**config.mk**
```make
export PLATFORM = sky130hd
export DESIGN_NAME = muldiv_unit
export DESIGN_NICKNAME = d
export VERILOG_FILES = /design/src/rtl/muldiv_pkg.sv /design/src/rtl/muldiv_abs.sv /design/src/rtl/muldiv_unit.sv
export SDC_FILE = /design/constraint.sdc
export NUM_CORES = 1
export LEC_CHECK = 0
export ABC_AREA = 0
export CORE_ASPECT_RATIO = 1.75
export CORE_MARGIN = 5
export CORE_UTILIZATION = 40
export CTS_CLUSTER_DIAMETER = 80
export DETAILED_ROUTE_END_ITERATION = 10
export PLACE_DENSITY = 0.64
export REMOVE_ABC_BUFFERS = 1
export SETUP_SLACK_MARGIN = 0.15
export SYNTH_ARGS = -nofsm -noshare
export SYNTH_HDL_FRONTEND = slang
export SYNTH_SLANG_ARGS = --single-unit
```
**constraint.sdc**
```tcl
create_clock -name CLK -period 6.4 [get_ports CLK]
set_input_delay 1.28 -clock CLK [delete_from_list [all_inputs] [get_ports CLK]]
set_output_delay 1.28 -clock CLK [all_outputs]
set_load 0.005 [all_outputs]
```
**src/rtl/muldiv_pkg.sv**
```systemverilog
// Shared encodings for the iterative multiply/divide unit.
package muldiv_pkg;

   localparam logic [1:0] OP_MULT  = 2'b00;
   localparam logic [1:0] OP_MULTU = 2'b01;
   localparam logic [1:0] OP_DIV   = 2'b10;
   localparam logic [1:0] OP_DIVU  = 2'b11;

   localparam int ITER = 32;

   typedef enum logic [2:0] {
      IDLE,
      MUL,
      DIV,
      FIX,
      DONE
   } state_t;

endpackage

```
**src/rtl/muldiv_abs.sv**
```systemverilog
// Conditional two's-complement negate, used for magnitudes and sign fix.
module muldiv_abs #(
   parameter int W = 32
) (
   input  logic         neg,
   input  logic [W-1:0] x,
   output logic [W-1:0] y
);

   assign y = neg ? (~x + W'(1)) : x;

endmodule

```
**src/rtl/muldiv_unit.sv**
```systemverilog
// Iterative MULT/MULTU/DIV/DIVU unit with private HI/LO registers.
// Define FAST_MUL_EN to replace the shift-add multiply with a native one.
module muldiv_unit
   import muldiv_pkg::*;
#(
   parameter int WIDTH = 32,
   parameter int CNT_W = 6
) (
   input  logic             CLK,
   input  logic             RST_n,
   input  logic             start,
   input  logic [1:0]       op,
   input  logic [WIDTH-1:0] a,
   input  logic [WIDTH-1:0] b,
   input  logic             flush,
   input  logic             hi_we,
   input  logic             lo_we,
   input  logic [WIDTH-1:0] mt_data,
   output logic             busy,
   output logic             done,
   output logic             div_zero,
   output logic [WIDTH-1:0] hi,
   output logic [WIDTH-1:0] lo
);

   state_t               state;
   logic [2*WIDTH-1:0]   acc;
   logic [WIDTH-1:0]     md;
   logic [CNT_W-1:0]     cnt;
   logic                 neg_q;
   logic                 neg_r;
   logic                 is_div;

   logic                 sgn_op;
   logic [WIDTH-1:0]     a_mag;
   logic [WIDTH-1:0]     b_mag;
   logic [2*WIDTH-1:0]   p_fix;
   logic [WIDTH-1:0]     q_fix;
   logic [WIDTH-1:0]     r_fix;

   logic [WIDTH:0]       mul_sum;
   logic [2*WIDTH-1:0]   mul_next;
   logic [WIDTH:0]       div_r;
   logic [WIDTH:0]       div_d;
   logic [2*WIDTH-1:0]   div_next;

   assign sgn_op = ~op[0];

   muldiv_abs #(.W(WIDTH)) u_abs_a (
      .neg (sgn_op & a[WIDTH-1]),
      .x   (a),
      .y   (a_mag)
   );

   muldiv_abs #(.W(WIDTH)) u_abs_b (
      .neg (sgn_op & b[WIDTH-1]),
      .x   (b),
      .y   (b_mag)
   );

   muldiv_abs #(.W(2*WIDTH)) u_fix_p (
      .neg (neg_q),
      .x   (acc),
      .y   (p_fix)
   );

   muldiv_abs #(.W(WIDTH)) u_fix_q (
      .neg (neg_q),
      .x   (acc[WIDTH-1:0]),
      .y   (q_fix)
   );

   muldiv_abs #(.W(WIDTH)) u_fix_r (
      .neg (neg_r),
      .x   (acc[2*WIDTH-1:WIDTH]),
      .y   (r_fix)
   );

   // Shift-add: multiplier in acc low half, partial product grows from the top.
   assign mul_sum  = {1'b0, acc[2*WIDTH-1:WIDTH]} + {1'b0, md};
   assign mul_next = acc[0] ? {mul_sum, acc[WIDTH-1:1]}
                            : {1'b0, acc[2*WIDTH-1:1]};

   // Restoring divide: remainder in acc high half, quotient shifts in low.
   assign div_r    = {acc[2*WIDTH-1:WIDTH], acc[WIDTH-1]};
   assign div_d    = div_r - {1'b0, md};
   assign div_next = div_d[WIDTH]
                   ? {div_r[WIDTH-1:0], acc[WIDTH-2:0], 1'b0}
                   : {div_d[WIDTH-1:0], acc[WIDTH-2:0], 1'b1};

`ifdef FAST_MUL_EN
   logic [2*WIDTH-1:0] fast_p;
   assign fast_p = a_mag * b_mag;
`endif

   always_ff @(posedge CLK or posedge RST_n) begin
      if (RST_n) begin
         state    <= IDLE;
         acc      <= '0;
         md       <= '0;
         cnt      <= '0;
         neg_q    <= 1'b0;
         neg_r    <= 1'b0;
         is_div   <= 1'b0;
         busy     <= 1'b0;
         done     <= 1'b0;
         div_zero <= 1'b0;
         hi       <= '0;
         lo       <= '0;
      end else begin
         done     <= 1'b0;
         div_zero <= 1'b0;
         unique case (state)
            IDLE, DONE: begin
               state <= IDLE;
               busy  <= 1'b0;
               if (start && !flush) begin
                  neg_q  <= sgn_op & (a[WIDTH-1] ^ b[WIDTH-1]);
                  neg_r  <= sgn_op & a[WIDTH-1];
                  is_div <= op[1];
                  cnt    <= '0;
                  md     <= b_mag;
                  acc    <= {{WIDTH{1'b0}}, a_mag};
                  if (op[1] && b == '0) begin
                     state    <= DONE;
                     done     <= 1'b1;
                     div_zero <= 1'b1;
                     hi       <= a;
                     lo       <= '1;
                  end else if (op[1]) begin
                     state <= DIV;
                     busy  <= 1'b1;
                  end else begin
`ifdef FAST_MUL_EN
                     acc   <= fast_p;
                     state <= FIX;
`else
                     state <= MUL;
`endif
                     busy  <= 1'b1;
                  end
               end else begin
                  if (hi_we) hi <= mt_data;
                  if (lo_we) lo <= mt_data;
               end
            end
            MUL, DIV: begin
               if (flush) begin
                  state <= IDLE;
                  busy  <= 1'b0;
               end else begin
                  acc <= (state == MUL) ? mul_next : div_next;
                  cnt <= cnt + CNT_W'(1);
                  if (cnt == CNT_W'(ITER - 1)) state <= FIX;
               end
            end
            FIX: begin
               state <= flush ? IDLE : DONE;
               busy  <= 1'b0;
               if (!flush) begin
                  done <= 1'b1;
                  if (is_div) begin
                     hi <= r_fix;
                     lo <= q_fix;
                  end else begin
                     {hi, lo} <= p_fix;
                  end
               end
            end
            default: state <= IDLE;
         endcase
      end
   end

endmodule

```
After elaboration in Yosys (flattened, before gate mapping):

Index checks and enable logic that the tools add are counted.
W data, S select, Z words.

* output and inout bits: 67
* word-level logic and storage cells: 100
* register bits after elaboration: 175
* bits of input ports: 104

* mux-type cells: 42
* reductions and logical operators: 15
* eq/ne operators: 13
* bitwise logic cells: 10
* add/subtract/negate cells: 8

Operator list (count)
* $mux W32: 14
* $mux W64: 6
* $add A32 B1 Y32 const B: 4
* $not A32 Y32: 4
* $pmux W32 S2: 2
* $pmux W64 S2: 1
* $add A64 B1 Y64 const B: 1
* $not A64 Y64: 1
* $add A32 B32 Y33: 1
* $sub A33 B32 Y33: 1
* $logic_not A32 Y1: 1
* $mux W3: 5
* $mux W6: 2
* $ne A3 B3 Y1 const B: 4
* $pmux W6 S2: 1
* $pmux W3 S3: 1
* $ne A2 B2 Y1 const B: 4
* $reduce_and A4 Y1: 2
* $mux W1: 7
* $add A6 B1 Y6 const B: 1
* $eq A3 B2 Y1 const B: 2
* $eq A6 B5 Y1 const B: 1
* $reduce_and A2 Y1: 2
* $reduce_bool A2 Y1: 2
* 14 further kinds: 18

Logic depth before layout (Yosys ltp):

* depth after elaboration: 6
* depth in mapped cells: 14

Cells and area by module:

Synthesis repeated with hierarchy kept, for this count alone.

* cells, all modules: 2169
* area total of the unflattened synthesis: 17588.1 um^2

Modules (own cells, without submodules)
* muldiv_unit: cells an instance 1567, area an instance 12831.1 um^2, times used 1
* muldiv_abs at u_abs_a ...: cells an instance 99, area an instance 777.0 um^2, times used 4
* muldiv_abs at u_fix_p: cells an instance 206, area an instance 1649.1 um^2, times used 1

Worst setup path before layout:

OpenSTA, ideal clock, no wires.

* path kind: in2reg
* start point: in b[6]
* end point: reg hi[7]
* stages on the path: 10
* path slack: 2.672 ns
* arrival: 3.585 ns
* setup time: 0.143 ns
* buffers on the path: 1
* cells stage by stage: or4_1 > nor3_1 > and2_1 > nand3_1 > or4_4 > a21boi_0 > o21ai_1 > clkbuf_1 > nand2_1 > o31ai_1

* longest elaborated chain between the ends: 4

Ends and longest elaborated chain
* from (decl): line muldiv_unit.sv:14 `input logic [WIDTH-1:0] b,`
* $logic_not A32 Y1: line muldiv_unit.sv:124 `if (op[1] && b == '0) begin`
* $logic_and A1 B1 Y1: line muldiv_unit.sv:124
* $ne A3 B3 Y1 (no line)
* $reduce_and A4 Y1 (no line)
* to (signal assigned): line muldiv_unit.sv:143 `if (hi_we) hi <= mt_data;`
* to (signal assigned): line muldiv_unit.sv:163 `hi <= r_fix;`
* to (signal assigned): line muldiv_unit.sv:166 `{hi, lo} <= p_fix;`
* to (decl): line muldiv_unit.sv:22 `output logic [WIDTH-1:0] hi,`

No other way between the ends.
A chain may end at the register's enable or synchronous reset.

Final worst setup path:

* start point: in b[6]
* end point: reg hi[1]

The elaborated chain is that of the path after synthesis.

==> out/qor.csv <==
stage,metric,value,unit
run_status,outcome,finished clean,
global_route,Tot GR Track Use,0.2532,
routing,First-pass DRT Iterations,6,
critical_path,Startpoint Class,input pin,
routing,DRC Markers,0,
critical_path,"Slowest-stage cell, CP",or4_4,
yosys,Synth cell types,81,
global_route,first-pass GRT wire length,88.32,mm
final_layout,most frequent cells in the layout,"nand2_1 (268), o21ai_0 (230), a21oi_1 (180)",
critical_path,CP Cell Sequence,clkdlybuf4s50_1 > or4_1 > nor3_1 > and2_1 > nand3_1 > or4_4 > a21boi_0 > o21ai_4 > buf_4 > a31oi_1 > a22o_1,
sta,"Slew Viols, Final",0,
routing,Final ANT Viol Nets,0,
global_route,initial antenna violation count,0,
die,num rows,96,
routing,vias,16020,
global_route,GRT overflow,0,
sta,RSZ-0062 raised after global routing,no,
sta,Setup Skew,0.01530,ns
final_layout,area of the multi-input gates,10450,um2
final_layout,Fill cells,3931,
cts,clk sinks,175,
cts,CTS Buf Count,17,
final_layout,Final Instance Area,18260,um2
yosys,Syn Inst Count,2075,
power,VDD IR max,152.9,uV
yosys,Async SR Flop Fraction,1.000,
power,pwr dens,370.9,nW/um2
cts,Post-CTS Resized,0,
cts,CTS Hold Bufs,0,
cts,CTS tree,built,
yosys,main flop type after synthesis,dfrtp_1,
worst_hold_path,min-delay worst type,flip-flop to flip-flop,
power,leakage power,7.671,nW
die,initial core utilization,0.4020,
routing,DR vias/cell,6.044,
die,area of the core,38920,um2
global_route,via count of the first global-routing pass,15820,
placed_design,GPL Wtd Cong,0.9264,
sta,Worst-Margin Slew,1.348,ns
final_layout,register area,4379,um2
sta,setup ws final,1.795,ns
sta,"Hold Vio Cnt, Final",0,
die,Die Y,271.6,um
final_layout,synth-to-layout area growth,16.72,%
yosys,Synth Cell Area,15650,um2
critical_path,largest fanout on the critical path,64,
yosys,Post-synth EDFFs,0,
final_layout,nets,2322,
placed_design,Cells after DPL,2618,
yosys,post-synthesis sequential area ratio,0.2799,
sta,fin crit period,4.605,ns
critical_path,WP data required,6.81,ns
die,DIE WIDTH,159.5,um
cts,setup repair bufs after CTS,0,
routing,1st-iter DRT viols,973,
sta,Final period util,0.7195,
final_layout,"leading cell type in the layout, fill and taps excluded",nand2_1,
cts,CTS Root Cell,clkbuf_16,
critical_path,WS Path Type,input pin to flip-flop,
placed_design,post-detail-place hpwl,43.44,mm
cts,clock buffer depth,2,
routing,drt wl/cell,21.24,um
final_layout,share of layout cells above drive strength 1,0.04861,
routing,Routed WL,56.28,mm
placed_design,Port Buffer Count,170,
placed_design,dpl ws,1.298,ns
yosys,"Avg Cell Area, Syn",7.540,um2
final_layout,Final Non-Filler Cells,2650,
cts,clk_lat worst skew,0.47,ns
sta,Rel. slew slack,0.09939,
placed_design,placed cell area,17660,um2
cts,"CTS clk-pin slew, worst paths",0.07,ns
run,Max-cap violations,0,
critical_path,Worst path max stage delay,0.65,ns
die,DIE AREA,43320,um2
global_route,largest net degree at the start of global routing,102,
yosys,Seq cells post-synth,175,
sta,final setup fails,0,
final_layout,Ant. Diodes,0,
die,number of top-level pins,171,
cts,H-tree Lvls,4,
critical_path,critical path capture point type,flip-flop,
sta,Peak Freq,217.2,MHz
critical_path,signal arrival time at the worst endpoint,5.02,ns
yosys,Yosys Warn Count,0,
==> synthesized netlist by cell type, drive strengths merged, types with 20 or more instances <==
master / number / area [um2]
clkbuf: 125 / 471.7
nand2: 269 / 1010
nor3: 80 / 400.4
or3: 36 / 230.2
a222oi: 25 / 250.2
a211oi: 33 / 247.7
a21oi: 180 / 900.9
a31oi: 21 / 131.4
inv: 72 / 270.3
o31ai: 39 / 292.8
buf: 22 / 107.6
ha: 69 / 863.3
o21ai: 239 / 1196
or4: 20 / 165.2
xnor2: 90 / 788.3
dfrtp: 175 / 4379
nand3: 42 / 210.2
a21o: 41 / 307.8
nor2: 142 / 535.5
xor2: 69 / 604.3
==> metrics by stage <==
step	hold slack (ns)	utilization	setup TNS [ns]	total power, mW
3_3_place_gp	0.4589	0.4538	0	5.573
5_1_grt	0.4956	0.4692	0	7.277
3_5_place_dp	0.4682	0.4538	0	5.632
2_1_floorplan	0.4726	-	-5.032	4.310
4_1_cts	0.4841	0.4692	0	6.739
6_report	0.4791	0.4692	0	6.773
==> cell type report <==
cell class / count / share of cell area
timing repair buffer: 200 / 0.1062
clock inverter: 11 / 0.007194
multi-input combinational: 1680 / 0.5722
clock buffer: 21 / 0.02576
inverter: 73 / 0.01528
tap: 490 / 0.03357
sequential: 175 / 0.2398
==> state kept, by name, summed over array words and instances, names as in the netlist <==
name      flops
busy          1
done          1
is_div        1
lo           32
acc          64
cnt           6
state         3
hi           32
neg_r         1
div_zero      1
neg_q         1
md           32
==> logic make-up (layout without fill, tap and decap cells) <==
family / after synthesis / in the layout / synth area share
xor gates and xnor gates: 159 / 159 / 0.08901
muxes: 32 / 32 / 0.02159
buffers and inverters: 220 / 305 / 0.05454
and+or+nand+nor: 711 / 711 / 0.2156
adders and majority gates: 71 / 71 / 0.05774
DFF: 175 / 175 / 0.2799
AOI/OAI and AO/OA: 707 / 707 / 0.2816
==> path summary, 6_finish.rpt <==
kind	start	endpoint	slack [ns]	cells past startpoint
setup reg to reg	acc[32]	acc[57]	1.80	12
hold / removal	lo[18]	lo[18]	0.48	1
setup / recovery	b[6]	hi[1]	1.80	11
min in group asynchronous	RST_n	hi[0]	1.30	2
hold reg to reg	lo[18]	lo[18]	0.48	1
max in group asynchronous	RST_n	div_zero	4.07	3
==> routing by layer <==
metal  wire, um  global-route usage  part of all wire
met1      20350              0.2674              0.36
met2      29640              0.4693              0.53
met3       2409             0.03266             0.043
met4       3881              0.1577             0.069
met5          0                   0                 0
==> report_power, final <==
part,switching (mW),internal (mW)
logic,2.27,1.62
clock network,0.495,0.610
registers,0.431,1.35
total,3.19,3.58
==> worst max-delay path, delay by kind of cell <==
family	cells	cell delay [ns]
simple gates	5	2.09
buf+inv	2	0.81
compound gates	4	0.80
Power figures use the tool's default switching activity.
